### config.mk
export PLATFORM = sky130hd
export DESIGN_NAME = step_sequencer
export DESIGN_NICKNAME = d
export VERILOG_FILES = /design/src/rtl/step_sequencer.sv
export SDC_FILE = /design/constraint.sdc
export NUM_CORES = 1
export LEC_CHECK = 0
export BUFFER_PORTS_ARGS = -buffer_cell sky130_fd_sc_hd__buf_2
export CAP_MARGIN = 10
export CORE_UTILIZATION = 48
export CTS_CLUSTER_DIAMETER = 100
export DETAILED_ROUTE_END_ITERATION = 12
export PLACE_DENSITY = 0.75
export SYNTH_ARGS = -nofsm -noshare
export SYNTH_HDL_FRONTEND = slang
export SYNTH_SLANG_ARGS = --single-unit
### constraint.sdc
create_clock -name Clock -period 1.8 [get_ports Clock]
set_clock_uncertainty 0.05 [all_clocks]
set_input_delay 0.18 -clock Clock [delete_from_list [all_inputs] [get_ports Clock]]
set_output_delay 0.18 -clock Clock [all_outputs]
set_load 0.1 [all_outputs]
### src/rtl/step_sequencer.sv
// Instruction timestep sequencer: walks T0..T3 per opcode length, in free-run
// or single-step mode, and counts completed instructions.
module step_sequencer (
  input  logic       Clock,
  input  logic       Resetb,
  input  logic       Enter,
  input  logic       Step,
  input  logic [3:0] OPC,
  output logic [1:0] TIME,
  output logic       IRLd,
  output logic       Clr,
  output logic       Busy,
  output logic [7:0] ICNT
);

  localparam logic [1:0] T0 = 2'd0;
  localparam logic [1:0] T1 = 2'd1;
  localparam logic [1:0] T3 = 2'd3;

  logic [1:0] time_q;
  logic [3:0] op_q;
  logic [7:0] icnt_q;
  logic       enter_q;
  logic       rise;
  logic       advance;
  logic [1:0] last_step;

  assign rise = Enter & ~enter_q;

  // ALU opcodes 0010..0111 take three steps; everything else finishes at T1.
  always_comb begin
    last_step = T1;
    if (!op_q[3] && (op_q[2:1] != 2'b00)) begin
      last_step = T3;
    end
  end

  assign advance = Step ? rise : 1'b1;
  assign Clr     = (time_q != T0) && (time_q == last_step);
  assign Busy    = (time_q != T0);
  assign IRLd    = (time_q == T0) && rise;
  assign TIME    = time_q;
  assign ICNT    = icnt_q;

  // enter_q resets high so a key held across reset release needs a fresh press.
  always_ff @(posedge Clock) begin
    if (!Resetb) begin
      time_q  <= T0;
      op_q    <= 4'b0000;
      icnt_q  <= 8'd0;
      enter_q <= 1'b1;
    end else begin
      enter_q <= Enter;
      if (time_q == T0) begin
        if (rise) begin
          op_q   <= OPC;
          time_q <= T1;
        end
      end else if (advance) begin
        if (Clr) begin
          time_q <= T0;
          icnt_q <= icnt_q + 8'd1;
        end else begin
          time_q <= time_q + 2'd1;
        end
      end
    end
  end

endmodule

### Word-level counts from Yosys, hierarchy flattened

Cells that the tools add are included.

* register bits after elaboration: 15
* bits in latches: 0
* RAM bits: 0
* ROM bits: 0
* bits of input ports: 8
* output and inout port bits: 13
* word-level logic and storage cells: 28
* memories kept: 0

* add/subtract/negate cells: 2
* $mul: 0
* div/mod/pow operators: 0
* magnitude comparators: 0
* equal/unequal tests: 2
* shifts and indexed selects: 0
* muxes and demuxes: 6
* bitwise gates (word level): 3
* reduce and logical (&&, ||, !) cells: 11

Operator list (number)
* $mux 2: 5
* $add 8x1->8 const B: 1
* $reduce_bool 2->1: 3
* $reduce_and 2->1: 2
* $logic_and 1x1->1: 3
* $reduce_and 3->1: 1
* $add 2x1->2 const B: 1
* $eq 2x2->1: 1
* $logic_not 2->1: 1
* $ne 2x2->1 const B: 1
* $not 1->1: 2
* $and 1x1->1: 1
* $logic_not 1->1: 1
* $mux 1: 1

### Logic depth before layout (Yosys ltp)

* depth in word-level cells: 8
* mapped depth: 7
* gate-level depth less buffers: 6

### Least setup slack after synthesis

Ideal clock, no wire load.

* path kind: reg-to-reg
* start: register time_q[0], in the netlist TIME[0]
* end: register time_q[1], in the netlist TIME[1]
* library setup time: 190 ps
* arrival: 2951 ps
* required time: 1560 ps
* setup slack: -1392 ps
* cell stages (with the launch flop): 5
* buffers on the path: 0
* period minus slack after synthesis: 3192 ps
* cells stage by stage: dfxtp_1 -> inv_1 -> ha_1 -> nor2_1 -> o32ai_1

* longest elaborated chain between the ends: 5
* elaborated cells on any way between the ends: 11
* those cells by class: add/sub (1); eq/ne (2); mux (3); reduce/logical (5)

RTL lines
* start, declared: RTL line 20 `logic [1:0] time_q;`
* start signal, assigned: RTL line 64 `time_q <= time_q + 2'd1;`
* $eq 2x2->1 / $reduce_bool 2->1 (equally long branches): RTL line 39 `assign Clr = (time_q != T0) && (time_q == last_step);`
* $logic_and 1x1->1 (*): RTL line 39
* net Clr: RTL line 11 `output logic Clr,`
* $mux 2 (*): RTL line 60 `if (Clr) begin`
* $mux 2 (*): RTL line 59 `end else if (advance) begin`
* $mux 2 (*): RTL line 54 `if (time_q == T0) begin`

Mark *: on every way through the listed nets, which the timed path passes. The rest lies on a longest branch. The select of a mux whose other input is x is not followed.
A chain may end at the register's enable or synchronous reset.

### Worst setup path in the final report

* start: register op_q[1]
* end: output Clr

* longest elaborated chain between the ends: 5

RTL lines
* start, declared: RTL line 21 `logic [3:0] op_q;`
* start signal, assigned: RTL line 49 `op_q <= 4'b0000;`
* start signal, assigned: RTL line 56 `op_q <= OPC;`
* $reduce_bool 2->1: RTL line 33 `if (!op_q[3] && (op_q[2:1] != 2'b00)) begin`
* $logic_and 1x1->1: RTL line 33
* $mux 2: RTL line 33
* $eq 2x2->1: RTL line 39
* $logic_and 1x1->1: RTL line 39
* end, declared: RTL line 11

Every way passes these cells.

==> results.cfg <==
[drt]
routed_via_density = 5.897
vias = 690
met1_length_um = 732
route.detailed.drc = 0
first_iter_violations = 10
wl_per_cell_um = 13.15
ant_nets = 0
wl_met3_um = 40
drt_pass1_iterations = 3
wl_met2_um = 734
highest_layer = met4
wl_um = 1538

[cells_and_area]
area_growth_pct = 29.69
post-route-util_pct = 67.62
n_antenna_cell = 0
layout_commonest_cell = buf_2
final_net_count = 113
drive_gt1_share_pct = 36.27
final_cell_mix = buf_2, nand2_1, dfxtp_1

[setup_path]
crit_family = multiplexers
required_ps = 1570
critical_path.max_stage_delay_ps = 410
arrival_ps = 1510
ff2ff_setup_slack_ps = 110
path_buf_inv = 1
critPathLaunchType = flip-flop
end_kind = output pin
critical_path_class = flip-flop to output pin
path_cells = o21bai_1 -> mux2_4 -> nor2_4 -> buf_12
critPathMaxFanout = 17
critical-path-slowest-cell = mux2_4

[cts]
holdBufCountCts = 0
clkSinkCount = 14
tritoncts = yes
h-tree-depth = 1
numCtsBuffers = 3
clk_pin_slew_worst_paths_ps = 90
clock_latency_ps = 280
clockBufferDepth = 2
root_buffer = clkbuf_4
postCtsSetupRepairBufs = 0

[power_and_ir_drop]
ir_drop_uv = 404.7
p_leak_nw = 0.3602
finalPower_mw = 0.7013
p_per_area_nw_per_um2 = 787.3

[die]
io_pins = 21
die-area_um2 = 1586
core_um2 = 1318
dieWidth_um = 39.83
start_util_pct = 52.14
rows = 13
die_y_um = 39.83

[place]
port_buffers = 19
hpwl_um = 1111
place_congestion = 0.7442

[sta]
slew_headroom_pct = 64.54
rsz0062_at_grt = no
hold_viol_final = 0
worst_pin_slew_ps = 531.8
setup_violations = 0
holdWs_ps = 38.16
clock.fmax_mhz = 574.2
slew_viol_final = 0
period_needed_ps = 1742
fin_crit_sh_pct = 96.75

[global_route]
grt_pass1_vias = 549
track_usage_pct = 22.14
antenna_found_initial = 0
grt_pass1_wl_um = 2325
grt_max_degree = 18
grt_overflow = 0

[worst_hold_path]
min_path_type = primary input to flip-flop

[synthesis]
synth_cell_types = 27
yosysWarnings = 0
syn_avg_cell_area_um2 = 8.377
syn_nets = 92
yosys_register_bits = 14
syn_area_um2 = 686.9
syn_inst = 82
ys_seq_area_share_pct = 40.80

[flow_run]
maxCapViolations = 0

[status]
status = finished clean
==> where the power goes <==
group | internal [mW] | switching [mW]
logic | 0.0367 | 0.111
clock network | 0.123 | 0.109
registers | 0.315 | 0.00676
==> timing repair <==
| item | in CTS | in global routing |
|---|---|---|
| gates resized for setup | 0 | 1 |
| hold endpoints to repair | 0 | 0 |
| setup endpoints to repair | 0 | 1 |
==> layer usage <==
metal,global-route usage [%],vias to the layer above
met4,10.34,0
li1,-,345
met5,0,-
met2,35.25,14
met3,3.409,5
met1,28.67,326
==> cell type report <==
| type | instances | area (um2) |
|---|---|---|
| clock buffers | 4 | 36.28 |
| repair buffers | 19 | 112.6 |
| flip-flops and latches | 14 | 292.8 |
| fillers | 129 | 426.7 |
| inverters | 7 | 32.53 |
| multi-input cells | 58 | 397.9 |
| well taps | 15 | 18.77 |
==> cells by family after synthesis <==
family          count (synthesis)  synth area share, %
compound gates                 24                24.05
fa+ha+maj                       2                3.642
buf+inv                        10                5.647
flops                          14                40.80
mux                             1                2.185
simple gates                   31                23.68
==> sequential cells by signal, indices dropped and copies added (netlist names) <==
signal,count
enter_q,1
op_q,3
ICNT,8
TIME,2
==> cell usage after synthesis <==
| cell | number | share of area [%] |
|---|---|---|
| a21o_1 | 1 | 1.1 |
| a21oi_1 | 7 | 5.1 |
| and2_1 | 1 | 0.91 |
| and2b_1 | 1 | 1.1 |
| and4_1 | 1 | 1.3 |
| buf_2 | 1 | 0.73 |
| clkbuf_1 | 2 | 1.1 |
| dfxtp_1 | 14 | 41 |
| ha_1 | 2 | 3.6 |
| inv_1 | 7 | 3.8 |
| mux2_4 | 1 | 2.2 |
| nand2_1 | 10 | 5.5 |
| nand2b_1 | 5 | 4.6 |
| nand3_1 | 4 | 2.9 |
| nand4_1 | 1 | 0.91 |
| nor2_1 | 3 | 1.6 |
| nor3_1 | 1 | 0.73 |
| o2111ai_1 | 1 | 1.3 |
| o211ai_1 | 2 | 2.2 |
| o21ai_0 | 2 | 1.5 |
| o21bai_1 | 1 | 1.1 |
| o311ai_0 | 2 | 2.6 |
| o31ai_1 | 5 | 5.5 |
| o32ai_1 | 1 | 1.3 |
| o41ai_1 | 2 | 2.6 |
| or3_1 | 1 | 0.91 |
| or4_1 | 3 | 3.3 |
==> stage by stage <==
step,worst slack [ps],TNS (ps),instances,instance area (um2)
global route,1.779,0,117,890.9
global placement,149.3,0,113,852.1
floorplan,-272.0,-1340,82,742.0
finish,58.42,0,117,890.9
detailed placement,117.5,0,113,852.1
CTS,11.68,0,117,888.4
==> path summary, 6_finish.rpt <==
check	start	endpoint	cells past startpoint
setup reg to reg	op_q[1]$_SDFFE_PN0P_	ICNT[3]$_SDFFE_PN0P_	4
setup / recovery	op_q[1]$_SDFFE_PN0P_	Clr	4
hold / removal	Enter	enter_q$_SDFF_PN1_	2
hold reg to reg	op_q[2]$_SDFFE_PN0P_	op_q[2]$_SDFFE_PN0P_	2
No activity file was read; power rests on OpenSTA's default activity.
